`src/rtl/cam_ctrl_pkg.sv`:
```
`default_nettype none
// ============================================================================
// Module   : cam_ctrl_pkg
// Brief    : Shared op/mode encodings and FSM state type for the CAM search
//            sequencer.
// Revision : 1.0 - initial release
// ============================================================================
package cam_ctrl_pkg;

  localparam logic [1:0] OP_WRITE    = 2'b00;
  localparam logic [1:0] OP_UPDATE   = 2'b01;
  localparam logic [1:0] OP_SEARCH   = 2'b10;
  localparam logic [1:0] OP_RSVD_ACC = 2'b11;

  localparam logic [2:0] MODE_WRITE  = 3'b000;
  localparam logic [2:0] MODE_UPDATE = 3'b001;
  localparam logic [2:0] MODE_CMP1   = 3'b010;
  localparam logic [2:0] MODE_CMP2   = 3'b100;

  // Wide enough for up to 8 pairs plus the one-past-last index.
  localparam int PAIR_W = 4;

  typedef enum logic [2:0] {
    ST_IDLE     = 3'd0,
    ST_WR_ISSUE = 3'd1,
    ST_WR_WAIT  = 3'd2,
    ST_SR_ISSUE = 3'd3,
    ST_SR_CAPT  = 3'd4,
    ST_RESP     = 3'd5
  } ctrl_state_e;

endpackage
`default_nettype wire

```
`src/rtl/cam_pair_decode.sv`:
```
`default_nettype none
// ============================================================================
// Module   : cam_pair_decode
// Brief    : Turns key-bit pair k into one subarray compare op (or a skip).
// Revision : 1.0 - initial release
// ============================================================================
module cam_pair_decode
  import cam_ctrl_pkg::*;
#(
  parameter int KEY_BITS = 8
) (
  input  logic [4:0]          base_i,
  input  logic [PAIR_W-1:0]   k_i,
  input  logic [KEY_BITS-1:0] key_i,
  input  logic [KEY_BITS-1:0] care_i,
  output logic [2:0]          mode_o,
  output logic [9:0]          cmp_addr_o,
  output logic [1:0]          cmp_data_o,
  output logic                skip_o
);

  logic [PAIR_W:0] shamt;
  logic [1:0]      key_pair;
  logic [1:0]      care_pair;
  logic [4:0]      row0;
  logic [4:0]      row1;

  always_comb begin
    shamt     = {k_i, 1'b0};
    // Shifting past the key leaves zero care bits, so an out-of-range k skips.
    key_pair  = 2'(key_i >> shamt);
    care_pair = 2'(care_i >> shamt);
    row0      = base_i + shamt;
    row1      = row0 + 5'd1;

    mode_o     = MODE_WRITE;
    cmp_addr_o = '0;
    cmp_data_o = '0;
    skip_o     = 1'b0;
    case (care_pair)
      2'b11: begin
        mode_o     = MODE_CMP2;
        cmp_addr_o = {row1, row0};
        cmp_data_o = key_pair;
      end
      2'b01: begin
        mode_o     = MODE_CMP1;
        cmp_addr_o = {5'd0, row0};
        cmp_data_o = {1'b0, key_pair[0]};
      end
      2'b10: begin
        mode_o     = MODE_CMP1;
        cmp_addr_o = {5'd0, row1};
        cmp_data_o = {1'b0, key_pair[1]};
      end
      default: skip_o = 1'b1;
    endcase
  end

endmodule
`default_nettype wire

```
`src/rtl/cam_exp_search_ctrl.sv`:
```
`default_nettype none
// ============================================================================
// Module   : cam_exp_search_ctrl
// Brief    : Write/update/exponent-search sequencer for one 16-column CAM
//            subarray. Optional macro CAM_CTRL_OR_ACC_EN adds op 11
//            search-accumulate (OR of results across searches).
// Revision : 1.0 - initial release
// ============================================================================
module cam_exp_search_ctrl
  import cam_ctrl_pkg::*;
#(
  parameter int KEY_BITS   = 8,
  parameter int NUM_ROWS   = 32,
  parameter int TAG_W      = 16,
  parameter int WR_TIMEOUT = 4
) (
  input  logic                CLK,
  input  logic                rst,
  input  logic                cmd_valid,
  output logic                cmd_ready,
  input  logic [1:0]          cmd_op,
  input  logic [4:0]          cmd_row,
  input  logic [TAG_W-1:0]    cmd_data,
  input  logic [TAG_W-1:0]    cmd_mask,
  input  logic                cmd_bit,
  input  logic [KEY_BITS-1:0] cmd_key,
  input  logic [KEY_BITS-1:0] cmd_care,
  output logic                rsp_valid,
  input  logic                rsp_ready,
  output logic [TAG_W-1:0]    rsp_tag,
  output logic                rsp_err,
  output logic                cam_chip_enable,
  output logic                cam_addr_select,
  output logic                cam_update_signal,
  output logic                cam_acc_en,
  output logic [2:0]          cam_operation_mode,
  output logic [9:0]          cam_cmp_addr,
  output logic [3:0]          cam_ppg_addr,
  output logic [1:0]          cam_cmp_data,
  output logic [1:0]          cam_ppg_data,
  output logic [TAG_W-1:0]    cam_data_in,
  output logic [TAG_W-1:0]    cam_tag_in,
  input  logic [TAG_W-1:0]    cam_tag_out,
  input  logic                cam_write_done
);

  localparam int NUM_PAIRS = KEY_BITS / 2;
  localparam int CNT_W     = (WR_TIMEOUT > 1) ? $clog2(WR_TIMEOUT) : 1;

  ctrl_state_e         state_q;
  logic [4:0]          row_q;
  logic [KEY_BITS-1:0] key_q;
  logic [KEY_BITS-1:0] care_q;
  logic [PAIR_W-1:0]   k_q;
  logic [TAG_W-1:0]    tag_acc_q;
  logic [CNT_W-1:0]    cnt_q;
  logic                skip_q;
  logic                rsp_valid_q;
  logic [TAG_W-1:0]    rsp_tag_q;
  logic                rsp_err_q;
  logic                ce_q;
  logic [2:0]          mode_q;
  logic [9:0]          cmp_addr_q;
  logic [1:0]          cmp_data_q;
  logic [TAG_W-1:0]    data_in_q;
  logic [TAG_W-1:0]    tag_in_q;
  logic                upd_q;

  logic                w_idle;
  logic                w_accept;
  logic                w_sr_op;
  logic                w_in_range;
  logic                w_last;
  logic                w_issue;
  logic                w_finish;
  logic [PAIR_W-1:0]   w_dec_k;
  logic [4:0]          w_dec_base;
  logic [KEY_BITS-1:0] w_dec_key;
  logic [KEY_BITS-1:0] w_dec_care;
  logic [2:0]          w_mode;
  logic [9:0]          w_addr;
  logic [1:0]          w_data;
  logic                w_skip;
  logic [TAG_W-1:0]    w_search_res;
  logic [TAG_W-1:0]    w_final_tag;

  assign w_idle     = (state_q == ST_IDLE);
  assign cmd_ready  = w_idle & ~rsp_valid_q;
  assign w_accept   = cmd_valid & cmd_ready;
  assign w_in_range = (int'(cmd_row) + KEY_BITS - 1) < NUM_ROWS;
  assign w_last     = (k_q == PAIR_W'(NUM_PAIRS - 1));

  // Outputs are registered, so the decoder looks at the pair about to be issued.
  assign w_dec_k    = w_idle ? '0 : k_q + PAIR_W'(1);
  assign w_dec_base = w_idle ? cmd_row : row_q;
  assign w_dec_key  = w_idle ? cmd_key : key_q;
  assign w_dec_care = w_idle ? cmd_care : care_q;

  cam_pair_decode #(
    .KEY_BITS (KEY_BITS)
  ) u_pair_decode (
    .base_i     (w_dec_base),
    .k_i        (w_dec_k),
    .key_i      (w_dec_key),
    .care_i     (w_dec_care),
    .mode_o     (w_mode),
    .cmp_addr_o (w_addr),
    .cmp_data_o (w_data),
    .skip_o     (w_skip)
  );

  assign w_issue  = (w_idle && w_accept && w_sr_op && w_in_range)
                 || (state_q == ST_SR_ISSUE && skip_q && !w_last)
                 || (state_q == ST_SR_CAPT && !w_last);
  assign w_finish = ((state_q == ST_SR_ISSUE && skip_q) || state_q == ST_SR_CAPT) && w_last;

  assign w_search_res = (state_q == ST_SR_CAPT) ? (tag_acc_q & cam_tag_out) : tag_acc_q;

`ifdef CAM_CTRL_OR_ACC_EN
  logic             is_acc_q;
  logic [TAG_W-1:0] acc_q;

  assign w_sr_op     = (cmd_op == OP_SEARCH) || (cmd_op == OP_RSVD_ACC);
  assign w_final_tag = is_acc_q ? (w_search_res | acc_q) : w_search_res;

  always_ff @(posedge CLK) begin
    if (rst) begin
      is_acc_q <= 1'b0;
      acc_q    <= '0;
    end else begin
      if (w_accept) is_acc_q <= (cmd_op == OP_RSVD_ACC);
      if (w_finish) acc_q <= w_final_tag;
    end
  end
`else
  assign w_sr_op     = (cmd_op == OP_SEARCH);
  assign w_final_tag = w_search_res;
`endif

  always_ff @(posedge CLK) begin
    if (rst) begin
      state_q     <= ST_IDLE;
      row_q       <= '0;
      key_q       <= '0;
      care_q      <= '0;
      k_q         <= '0;
      tag_acc_q   <= '0;
      cnt_q       <= '0;
      skip_q      <= 1'b0;
      rsp_valid_q <= 1'b0;
      rsp_tag_q   <= '0;
      rsp_err_q   <= 1'b0;
      ce_q        <= 1'b0;
      mode_q      <= MODE_WRITE;
      cmp_addr_q  <= '0;
      cmp_data_q  <= '0;
      data_in_q   <= '0;
      tag_in_q    <= '0;
      upd_q       <= 1'b0;
    end else begin
      // Subarray pins idle at zero except during a one-cycle issue.
      ce_q       <= 1'b0;
      mode_q     <= MODE_WRITE;
      cmp_addr_q <= '0;
      cmp_data_q <= '0;
      data_in_q  <= '0;
      tag_in_q   <= '0;
      upd_q      <= 1'b0;

      case (state_q)
        ST_IDLE: begin
          if (w_accept) begin
            row_q     <= cmd_row;
            key_q     <= cmd_key;
            care_q    <= cmd_care;
            k_q       <= '0;
            tag_acc_q <= '1;
            cnt_q     <= '0;
            if (cmd_op == OP_WRITE) begin
              state_q    <= ST_WR_ISSUE;
              ce_q       <= 1'b1;
              mode_q     <= MODE_WRITE;
              cmp_addr_q <= {5'd0, cmd_row};
              data_in_q  <= cmd_data;
            end else if (cmd_op == OP_UPDATE) begin
              state_q    <= ST_WR_ISSUE;
              ce_q       <= 1'b1;
              mode_q     <= MODE_UPDATE;
              cmp_addr_q <= {5'd0, cmd_row};
              tag_in_q   <= cmd_mask;
              upd_q      <= cmd_bit;
            end else if (w_sr_op && w_in_range) begin
              state_q <= ST_SR_ISSUE;
            end else begin
              state_q     <= ST_RESP;
              rsp_valid_q <= 1'b1;
              rsp_err_q   <= 1'b1;
              rsp_tag_q   <= '0;
            end
          end
        end
        ST_WR_ISSUE: state_q <= ST_WR_WAIT;
        ST_WR_WAIT: begin
          if (cam_write_done) begin
            state_q     <= ST_RESP;
            rsp_valid_q <= 1'b1;
            rsp_err_q   <= 1'b0;
            rsp_tag_q   <= '0;
          end else if (cnt_q == CNT_W'(WR_TIMEOUT - 1)) begin
            state_q     <= ST_RESP;
            rsp_valid_q <= 1'b1;
            rsp_err_q   <= 1'b1;
            rsp_tag_q   <= '0;
          end else begin
            cnt_q <= cnt_q + CNT_W'(1);
          end
        end
        ST_SR_ISSUE: begin
          if (skip_q) begin
            if (!w_last) k_q <= k_q + PAIR_W'(1);
          end else begin
            state_q <= ST_SR_CAPT;
          end
        end
        ST_SR_CAPT: begin
          tag_acc_q <= w_search_res;
          if (!w_last) begin
            k_q     <= k_q + PAIR_W'(1);
            state_q <= ST_SR_ISSUE;
          end
        end
        ST_RESP: begin
          if (rsp_ready) begin
            state_q     <= ST_IDLE;
            rsp_valid_q <= 1'b0;
            rsp_tag_q   <= '0;
            rsp_err_q   <= 1'b0;
          end
        end
        default: state_q <= ST_IDLE;
      endcase

      if (w_issue) begin
        ce_q       <= ~w_skip;
        mode_q     <= w_mode;
        cmp_addr_q <= w_addr;
        cmp_data_q <= w_data;
        skip_q     <= w_skip;
      end

      if (w_finish) begin
        state_q     <= ST_RESP;
        rsp_valid_q <= 1'b1;
        rsp_err_q   <= 1'b0;
        rsp_tag_q   <= w_final_tag;
      end
    end
  end

  assign rsp_valid          = rsp_valid_q;
  assign rsp_tag            = rsp_tag_q;
  assign rsp_err            = rsp_err_q;
  assign cam_chip_enable    = ce_q;
  assign cam_operation_mode = mode_q;
  assign cam_cmp_addr       = cmp_addr_q;
  assign cam_cmp_data       = cmp_data_q;
  assign cam_data_in        = data_in_q;
  assign cam_tag_in         = tag_in_q;
  assign cam_update_signal  = upd_q;
  assign cam_addr_select    = 1'b0;
  assign cam_acc_en         = 1'b0;
  assign cam_ppg_addr       = '0;
  assign cam_ppg_data       = '0;

endmodule
`default_nettype wire
```
`config.mk`:
```
export PLATFORM = sky130hd
export DESIGN_NAME = cam_exp_search_ctrl
export DESIGN_NICKNAME = d
export VERILOG_FILES = /design/src/rtl/cam_ctrl_pkg.sv /design/src/rtl/cam_pair_decode.sv /design/src/rtl/cam_exp_search_ctrl.sv
export SDC_FILE = /design/constraint.sdc
export NUM_CORES = 1
export LEC_CHECK = 0
export BUFFER_PORTS_ARGS = -buffer_cell sky130_fd_sc_hd__buf_4
export CAP_MARGIN = 20
export CORE_MARGIN = 4
export CORE_UTILIZATION = 52
export CTS_BUF_LIST = sky130_fd_sc_hd__clkbuf_8
export DETAILED_ROUTE_END_ITERATION = 12
export PLACE_DENSITY = 0.87
export SLEW_MARGIN = 20
export SYNTH_ARGS = -nofsm -noshare
export SYNTH_HDL_FRONTEND = slang
export SYNTH_SLANG_ARGS = --single-unit
```
`constraint.sdc`:
```
create_clock -name CLK -period 3.5 [get_ports CLK]
set_input_delay 0.35 -clock CLK [delete_from_list [all_inputs] [get_ports CLK]]
set_output_delay 0.35 -clock CLK [all_outputs]
set_load 0.005 [all_outputs]
```
# == Word level (Yosys, flattened, before mapping) ==
# Index checks and enable logic that the tools add are counted.
# classes
addsub,6
n_lt_le_gt_ge,1
eq_ne,31
n_bitwise,9
n_mux,65
reduce_logical,33
n_shift,2
# ops
operator,count
two-way mux 16 bit,10
case mux 16 bit (3 select lines),1
two-way mux 3 bit,11
case mux 16 bit (2 select lines),1
case mux 10 bit (3 select lines),1
two-way mux 5 bit,5
"inequality test 3 bit, second input constant",7
two-way mux 1 bit,19
"inequality test 2 bit, second input constant",9
case mux 3 bit (6 select lines),1
bitwise AND 16 bit,1
two-way mux 4 bit,4
two-way mux 8 bit,2
right shift 8 x 5 -> 2 bit,2
AND reduction 7 bit,2
case mux 4 bit (3 select lines),1
two-way mux 10 bit,1
AND reduction 5 bit,2
"equality test 2 bit, second input constant",4
logical AND 1 bit,8
"less-than comparator 7 bit, second input constant",1
"subtractor 6 x 1 -> 7 bit, second input constant",1
"adder 5 x 4 -> 6 bit, second input constant",1
"equality test 3 x 2 -> 1 bit, second input constant",2
other kinds (32),50
# totals
inputBits,77
word_cells,166
output_inout_bits,76
register_bits,114

# == Depth between registers and ports, before layout ==
# Gate-level depths: netlist of the first run.
# depth
depth_word,10
ltp_mapped,12
depth_no_buf,11

# == Hierarchy ==
# From an unflattened synthesis of the first run, not the netlist that was laid out.
# unflattened
hier_cells,571
area_unflattened_um2,4983.5
# by_module_without_submodules
mod,n_inst,cells_per_inst,area_per_inst_um2,seq_area_each_um2
cam_exp_search_ctrl,1,502,4421.7,2282.2
cam_pair_decode,1,69,561.8,0.0

# == Worst setup path after synthesis of the first run ==
# No wires, ideal clock.
# synth_timing
path_type,register -> register
startpoint,register state_q[1]
endpoint,"register cmp_addr_q[3], in the netlist cam_cmp_addr[3]"
n_path_buf,1
t_arrival_ns,2.508
required_ns,3.383
stages_incl_launch_ff,12
period_less_slack_ns,2.625
setup_ns,0.117
path_slack_ns,0.875
cell_sequence,dfxtp_1 -> nor3_4 -> clkbuf_1 -> a21o_1 -> mux4_2 -> a22oi_1 -> inv_1 -> ha_1 -> or2_2 -> nand2_1 -> o21ai_0 -> a22o_1
# synth_via
elab_chain_len,9
elab_cells_between_ends,26
cone_classes,2 x add/sub; 5 x eq/ne; 1 x shift; 7 x mux; 2 x bitwise; 9 x reduce/logical
# synth_lines
item,line,source
start: declaration,cam_exp_search_ctrl.sv:50,ctrl_state_e state_q;
start signal: assignment,cam_exp_search_ctrl.sv:142,state_q <= ST_IDLE;
start signal: assignment,cam_exp_search_ctrl.sv:180,state_q <= ST_WR_ISSUE;
start signal: assignment,cam_exp_search_ctrl.sv:186,state_q <= ST_WR_ISSUE;
branches (longest 8 deep; another with adder 5 bit),--,
two-way mux 10 bit *,cam_exp_search_ctrl.sv:243,if (w_issue) begin
end signal: assignment,cam_exp_search_ctrl.sv:183,"cmp_addr_q <= {5'd0, cmd_row};"
end signal: assignment,cam_exp_search_ctrl.sv:189,"cmp_addr_q <= {5'd0, cmd_row};"
end signal: assignment,cam_exp_search_ctrl.sv:246,cmp_addr_q <= w_addr;
end: declaration,cam_exp_search_ctrl.sv:63,logic [9:0] cmp_addr_q;
# Mark *: on every way between the ends.
# A chain may end at the register's enable or synchronous reset.

# == Worst setup path in the final report of the first run ==
# layout_timing
startpoint,register k_q[0]
endpoint,"register cmp_addr_q[3], in the netlist cam_cmp_addr[3]"
# layout_via
elab_chain_len,6
elab_cells_between_ends,16
cone_classes,3 x add/sub; 4 x eq/ne; 1 x shift; 3 x mux; 5 x reduce/logical
# layout_lines
item,line,source
start: declaration,cam_exp_search_ctrl.sv:54,logic [PAIR_W-1:0] k_q;
start signal: assignment,cam_exp_search_ctrl.sv:220,if (!w_last) k_q <= k_q + PAIR_W'(1);
start signal: assignment,cam_exp_search_ctrl.sv:228,k_q <= k_q + PAIR_W'(1);
adder 4 x 1 -> 4 bit or equality test 4 x 2 -> 1 bit (tied branches),"cam_exp_search_ctrl.sv:94, cam_exp_search_ctrl.sv:91",
two-way mux 4 bit or logical NOT 1 bit (tied branches),--,
"adder 5 bit, or another cell as far along",cam_pair_decode.sv:33,row0 = base_i + shamt;
"adder 5 x 1 -> 5 bit, or another cell as far along",cam_pair_decode.sv:34,row1 = row0 + 5'd1;
case mux 10 bit (3 select lines) or logical OR 1 bit (tied branches),"cam_pair_decode.sv:40, cam_exp_search_ctrl.sv:114",
two-way mux 10 bit *,cam_exp_search_ctrl.sv:243,
# Mark *: on every way between the ends. The rest lies on a longest branch, timed or not.

==> metrics.log, run 1 <==
INFO  metric synthXorXnorAreaFrac = 0.0172
INFO  metric syn_to_final_growth = 31.8%
INFO  metric ys_ff_latch = 114
INFO  metric fmax = 0.337 GHz
INFO  metric critPathKind = reg2reg
INFO  metric clk_latency = 0.41 ns
INFO  metric status = finished, final reports clean
INFO  metric slew-limit-headroom = 0.330
INFO  metric post_synth_edffs = 0
INFO  metric post-layout-total-power = 4.30 mW
INFO  metric cts.sink_count = 114
INFO  metric largest_net_degree_at_the_start_of_global_routing = 71
INFO  metric io_pins = 153
INFO  metric diodes = 0
INFO  metric worst-slew-pin-transition = 0.997 ns
INFO  metric cts.hold.buffers_added = 0
INFO  metric critical_path.top_delay_family = adder cells
INFO  metric synth-main-ff-cell = sky130_fd_sc_hd__dfxtp_1
INFO  metric syn-cell-area = 0.00459 mm^2
INFO  metric total_routing_usage_gr = 0.220
INFO  metric synth_top_family_by_area = simple AND/OR/NAND/NOR gates
INFO  metric fin_hold_ws = 0.142 ns
INFO  metric fin_tns_setup = 0 ns
INFO  metric viasPerCell = 5.37
INFO  metric hp-class = in2reg
INFO  metric min_period_over_period = 0.848
INFO  metric first_global_vias = 3880
INFO  metric power_density = 711 mW/mm^2
INFO  metric tritoncts_clock_tree = yes
INFO  metric core = 0.00838 mm^2
INFO  metric startpoint_class = register
INFO  metric setup-violations-final = 0
INFO  metric average_instance_area_after_synthesis = 9.04 um^2
INFO  metric clockRootBuffer = sky130_fd_sc_hd__clkbuf_8
INFO  metric clockBufferDepth = 2
INFO  metric cpMaxStageDelayCell = sky130_fd_sc_hd__mux4_2
INFO  metric layout_net_count = 729
INFO  metric buffers_and_inverters_on_the_worst_path = 1
INFO  metric distinct_cells_synth = 49
INFO  metric required_worst_endpoint = 3.80 ns
INFO  metric placement.setup.worst_slack = 0.554 ns
INFO  metric drv_cap = 0
INFO  metric cts_buffers = 17
INFO  metric critical_path.most_common_cell = sky130_fd_sc_hd__ha_1
INFO  metric antenna_found_initial = 0
INFO  metric synth.largest_area_cell = sky130_fd_sc_hd__dfxtp_1
INFO  metric clk_transition_reported_paths = 0.07 ns
INFO  metric postRouteAntennaNets = 0
INFO  metric slowest_delay = 0.53 ns
INFO  metric die_area = 0.0104 mm^2
INFO  metric finalClockSkew = 0.0109 ns
INFO  metric synth_adder_area_share = 0.0344
INFO  metric crit_path_setup_slack_layout = 0.532 ns
INFO  metric synth_largest_type_area_fraction = 0.498
INFO  metric hold_violations = 0
INFO  metric p_leak = 2.72 nW
INFO  metric rsz0062_at_grt = no
INFO  metric routed_wirelength = 11600 um
INFO  metric power.ir.vdd_worst = 0.487 mV
INFO  metric placement_rows = 33
INFO  metric finalWorstPathRequiredPeriod = 2.97 ns
INFO  metric via_count = 4059
INFO  metric synthesis.instances = 507
INFO  metric place_hpwl = 8300 um
INFO  metric io_buffers = 144
INFO  metric synth-warning-count = 0
INFO  metric x_dimension_of_the_die = 102 um
INFO  metric synth_compound_area_frac = 0.163
INFO  metric proportion_of_synthesized_area_in_mux_cells = 0.0286
INFO  metric cells_resized_by_post_cts_repair = 0
INFO  metric cp_data_arrival_time = 3.27 ns
INFO  metric yosys-top-cells-area = sky130_fd_sc_hd__dfxtp_1 50%, sky130_fd_sc_hd__nand2_1 6.7%, sky130_fd_sc_hd__a21oi_1 5.0%
INFO  metric final_layout_size_suffix_gt1_frac = 0.292
INFO  metric timing.critical_path.to_type = register
INFO  metric post-cts-setup-buffer-count = 0
INFO  metric gr_overflow_total = 0
INFO  metric start_util = 0.547
INFO  metric drc = 0
INFO  metric first_pass_iters = 4
INFO  metric finished_core_util = 0.721
INFO  metric crit_path_cell_trace = ha_1 -> mux4_2 -> a22oi_1 -> inv_1 -> ha_1 -> or2_2 -> nand2_1 -> o21ai_0 -> a22o_1
INFO  metric ys_top_cells_by_count = 114 x sky130_fd_sc_hd__dfxtp_1, 82 x sky130_fd_sc_hd__nand2_1, 46 x sky130_fd_sc_hd__a21oi_1
INFO  metric finalWeightedCongestion = 0.867
INFO  metric yosys.cell_count.top_type = sky130_fd_sc_hd__dfxtp_1
INFO  metric slew_viol_final = 0
INFO  metric clock_tree.htree_level_count = 4
INFO  metric vertical_die_dimension = 102 um
INFO  metric post_drt_wl_per_cell = 15.3 um
INFO  metric synth-seq-area-share = 0.498
INFO  metric initialDrtViolationCount = 244
INFO  metric share_of_flip_flops_with_an_asynchronous_set_or_reset_after_synthesis = 0
INFO  metric synthSimpleGateAreaFrac = 0.211
INFO  metric grt_first_pass_wirelength = 18500 um
INFO  metric critPathMaxFanout = 9
-- path summary, 6_finish.rpt --
path,start,endpoint,slack [ns],cells after the start
max reg2reg,k_q[0],cam_cmp_addr[3],0.53,9
min reg2reg,key_q[6],key_q[6],0.46,2
max,k_q[0],cam_cmp_addr[3],0.53,9
min,cmd_data[15],cam_data_in[15],0.14,2
-- report_power, final --
group	total, mW	switching [mW]	internal [mW]
Combinational	1.51	0.883	0.626
Sequential	1.63	0.138	1.49
Clock	1.16	0.503	0.655
-- metal layers --
layer,track usage,vias up,share of wire
met5,0,-,0
met2,0.381,187,0.48
met1,0.266,1867,0.39
met4,0.0706,0,0.012
li1,-,1988,-
met3,0.0614,17,0.11
-- registers in the layout, summed over array words and instances (netlist names) --
name	flops
cam_data_in	16
rsp_err	1
cam_tag_in	16
k_q	4
cam_chip_enable	1
row_q	5
cam_operation_mode	3
cam_cmp_addr	10
cnt_q	2
cam_cmp_data	2
state_q	3
key_q	8
cam_update_signal	1
rsp_tag	16
tag_acc_q	16
skip_q	1
rsp_valid	1
care_q	8
-- final cells by class --
| type | count | area (um^2) |
|---|---|---|
| clock buffers | 19 | 262 |
| clock inverters | 11 | 116 |
| fillers | 604 | 2340 |
| inverters | 5 | 18.8 |
| multi-input cells | 355 | 2130 |
| flip-flops and latches | 114 | 2280 |
| well taps | 105 | 131 |
| repair buffers | 147 | 1100 |
-- worst reg2reg max path: stages (launching register included) --
cell	delay, ns
sky130_fd_sc_hd__dfxtp_1	0.42
sky130_fd_sc_hd__ha_1	0.50
sky130_fd_sc_hd__mux4_2	0.54
sky130_fd_sc_hd__a22oi_1	0.35
sky130_fd_sc_hd__inv_1	0.13
sky130_fd_sc_hd__ha_1	0.25
sky130_fd_sc_hd__or2_2	0.33
sky130_fd_sc_hd__nand2_1	0.07
sky130_fd_sc_hd__o21ai_0	0.08
sky130_fd_sc_hd__a22o_1	0.19
-- placed cells by master (no fill, tap or decap), drive strengths merged, types with 3 or more instances in the layout --
master and count:
o21ai 27, conb 8, mux4 4, xnor2 4
or3 5, o22a 17, nand3 3, nor2b 4
nand2 82, nor3 8, a22o 4, nor2 43
a31oi 3, dfxtp 114, or2 3, and3 21
ha 11, inv 7, and2 22, clkinvlp 4
a21oi 47, a22oi 6, buf 147, clkbuf 19
clkinv 3, mux2i 3, xor2 5, a21o 3
-- through the flow --
stage          cell area, um^2  std cells
2_1_floorplan             4610        514
3_3_place_gp              5660        726
3_5_place_dp              5660        726
4_1_cts                   6040        756
5_1_grt                   6040        756
6_report                  6040        756
-- cell families (layout without fill, tap and decap cells) --
| family | after synthesis | count (layout) |
|---|---|---|
| fa+ha+maj | 12 | 12 |
| compound gates | 116 | 116 |
| mux | 8 | 8 |
| flops | 114 | 114 |
| xor+xnor | 9 | 9 |
| simple gates | 202 | 202 |
| buf+inv | 45 | 182 |
| other cells | 1 | 8 |
Note: power is estimated with default switching activity, not from simulation.
==> inputs of run 2 (changes only) <==
==> constraint.sdc (replaced) <==
create_clock -name CLK -period 2.9 [get_ports CLK]
set_input_delay 0.29 -clock CLK [delete_from_list [all_inputs] [get_ports CLK]]
set_output_delay 0.29 -clock CLK [all_outputs]
set_load 0.005 [all_outputs]
==> metrics.log, run 2 (synthesis gave the netlist of run 1 again) <==
INFO  metric place_hpwl = 8370 um (+0.82%)
INFO  metric post-layout-total-power = 5.29 mW (+23%)
INFO  metric worst-slew-pin-transition = 0.722 ns (-0.275 ns)
INFO  metric crit_path_setup_slack_layout = 0.199 ns (-0.333 ns)
INFO  metric cts.hold.buffers_added = 0 (unchanged)
INFO  metric tritoncts_clock_tree = yes
INFO  metric placement_rows = 33 (unchanged)
INFO  metric initialDrtViolationCount = 199 (-18%)
INFO  metric layout_net_count = 737 (+1.1%)
INFO  metric design_area = 0.00611 mm^2 (+1.1%)
INFO  metric core = 0.00838 mm^2 (unchanged)
INFO  metric fin_tns_setup = 0 ns (unchanged)
INFO  metric vertical_die_dimension = 102 um (unchanged)
INFO  metric viasPerCell = 5.27 (-1.8%)
INFO  metric first_pass_iters = 5 (+1)
INFO  metric gr_overflow_total = 0 (unchanged)
INFO  metric finished_core_util = 0.729 (+0.00821)
INFO  metric critical_path.top_delay_family = adder cells
INFO  metric commonest_non_fill_non_tap_cell_in_the_layout = sky130_fd_sc_hd__buf_4
INFO  metric total_routing_usage_gr = 0.225 (+0.00445)
INFO  metric timing.critical_path.to_type = register
INFO  metric cp_data_arrival_time = 3.01 ns (-0.26 ns)
INFO  metric largest_net_degree_at_the_start_of_global_routing = 71 (unchanged)
INFO  metric cpMaxStageDelayCell = sky130_fd_sc_hd__mux4_2
INFO  metric hold_violations = 0 (unchanged)
INFO  metric first_global_vias = 3956 (+2.0%)
INFO  metric final_layout_size_suffix_gt1_frac = 0.309 (+0.0168)
INFO  metric dp.cells = 734 (+1.1%)
INFO  metric setup-violations-final = 0 (unchanged)
INFO  metric clk_latency = 0.42 ns (about the same)
INFO  metric finalClockSkew = 0.00858 ns (-0.00234 ns)
INFO  metric start_util = 0.547 (unchanged)
INFO  metric critPathLaunch = k_q[1]
INFO  metric syn_to_final_growth = 33.3%
INFO  metric antenna_found_initial = 0 (unchanged)
INFO  metric required_worst_endpoint = 3.21 ns (-0.59 ns)
INFO  metric slowest_delay = 0.55 ns (+0.02 ns)
INFO  metric hp-class = in2reg
INFO  metric clock_tree.htree_level_count = 4 (unchanged)
INFO  metric critPathKind = reg2reg
INFO  metric post_drt_wl_per_cell = 15.3 um (+0.12%)
INFO  metric drc = 0 (unchanged)
INFO  metric power.ir.vdd_worst = 0.504 mV (+3.5%)
INFO  metric rr_startpoint = k_q[1]
INFO  metric min_period_over_period = 0.931 (+0.0833)
INFO  metric startpoint_class = register
INFO  metric x_dimension_of_the_die = 102 um (unchanged)
INFO  metric postRouteAntennaNets = 0 (unchanged)
INFO  metric status = finished, final reports clean
INFO  metric diodes = 0 (unchanged)
INFO  metric clockBufferDepth = 2 (unchanged)
INFO  metric placed_cell_area = 0.00572 mm^2 (+1.1%)
INFO  metric fin_hold_ws = 0.0714 ns (-0.0705 ns)
INFO  metric post-cts-setup-buffer-count = 0 (unchanged)
INFO  metric clk_transition_reported_paths = 0.07 ns (about the same)
INFO  metric cells_resized_by_post_cts_repair = 0 (unchanged)
INFO  metric p_leak = 2.76 nW (+1.3%)
INFO  metric buffers_and_inverters_on_the_worst_path = 1 (unchanged)
INFO  metric via_count = 4037 (-0.54%)
INFO  metric hp-start = cmd_data[8]
INFO  metric die_area = 0.0104 mm^2 (unchanged)
INFO  metric crit_path_cell_trace = ha_1 -> mux4_2 -> a22oi_2 -> inv_1 -> ha_1 -> nor2_1 -> o21ai_0 -> nand2_1 -> o21ai_0 -> a22o_1
INFO  metric io_pins = 153 (unchanged)
INFO  metric finalWorstPathRequiredPeriod = 2.70 ns (-0.267 ns)
INFO  metric clockRootBuffer = sky130_fd_sc_hd__clkbuf_8
INFO  metric routed_wirelength = 11700 um (+1.4%)
INFO  metric grt_first_pass_wirelength = 18600 um (+0.53%)
INFO  metric finalWeightedCongestion = 0.834 (-3.8%)
INFO  metric slew_viol_final = 0 (unchanged)
INFO  metric drv_cap = 0 (unchanged)
INFO  metric fmax = 0.370 GHz (+9.9%)
INFO  metric slew-limit-headroom = 0.519 (+0.189)
INFO  metric final_cell_mix = 155 x sky130_fd_sc_hd__buf_4, 114 x sky130_fd_sc_hd__dfxtp_1, 82 x sky130_fd_sc_hd__nand2_1, 46 x sky130_fd_sc_hd__a21oi_1, 43 x sky130_fd_sc_hd__nor2_1
INFO  metric critPathMaxFanout = 6 (-3)
INFO  metric placement.setup.worst_slack = 0.110 ns (-0.444 ns)
INFO  metric cts_buffers = 17 (unchanged)
INFO  metric final-instance-count-excl-fill = 766 (+1.3%)
INFO  metric io_buffers = 144 (unchanged)
INFO  metric cts.sink_count = 114 (unchanged)
INFO  metric power_density = 865 mW/mm^2 (+22%)
## run 2: cell count changes in the layout (fill, tap and decap cells not counted), sizes merged
cell / delta
buf: +8
clkinvlp: +1
clkbuf: -2
clkinv: +3
## run 2: layout make-up
| cell class | count | area, um^2 |
|---|---|---|
| multi-input cells | 355 | 2140 |
| flip-flops and latches | 114 | 2280 |
| clock buffers | 17 | 234 |
| clock inverters | 15 | 144 |
| well taps | 105 | 131 |
| fillers | 607 | 2270 |
| repair buffers | 155 | 1160 |
| inverters | 5 | 18.8 |
## run 2: worst reg2reg max path: stages, from the launching register on
cell and delay [ns]:
sky130_fd_sc_hd__dfxtp_1 0.33, sky130_fd_sc_hd__ha_1 0.43, sky130_fd_sc_hd__mux4_2 0.55, sky130_fd_sc_hd__a22oi_2 0.26
sky130_fd_sc_hd__inv_1 0.11, sky130_fd_sc_hd__ha_1 0.25, sky130_fd_sc_hd__nor2_1 0.21, sky130_fd_sc_hd__o21ai_0 0.12
sky130_fd_sc_hd__nand2_1 0.07, sky130_fd_sc_hd__o21ai_0 0.07, sky130_fd_sc_hd__a22o_1 0.19
## run 2: power breakdown
group	internal [mW]	total [mW]	leakage, nW	switching (mW)
clock network	0.754	1.42	0.185	0.668
registers	1.80	1.93	0.926	0.128
logic	0.823	1.94	1.64	1.12
total	3.38	5.29	2.76	1.91
## run 2: final timing paths
check / cells after the start / end / slack [ns]
setup / recovery: 10 / cam_cmp_addr[2] / 0.20
hold / removal: 2 / cam_data_in[8] / 0.07
setup reg to reg: 10 / cam_cmp_addr[2] / 0.20
hold reg to reg: 2 / key_q[4] / 0.46
## run 2: per-layer routing
metal / global-route usage / vias up / part of all wire
met2: 0.398 / 174 / 0.50
met1: 0.264 / 1851 / 0.40
met3: 0.0648 / 9 / 0.10
met4: 0.0676 / 0 / 0.0052
li1: - / 2003 / -
met5: 0 / - / 0
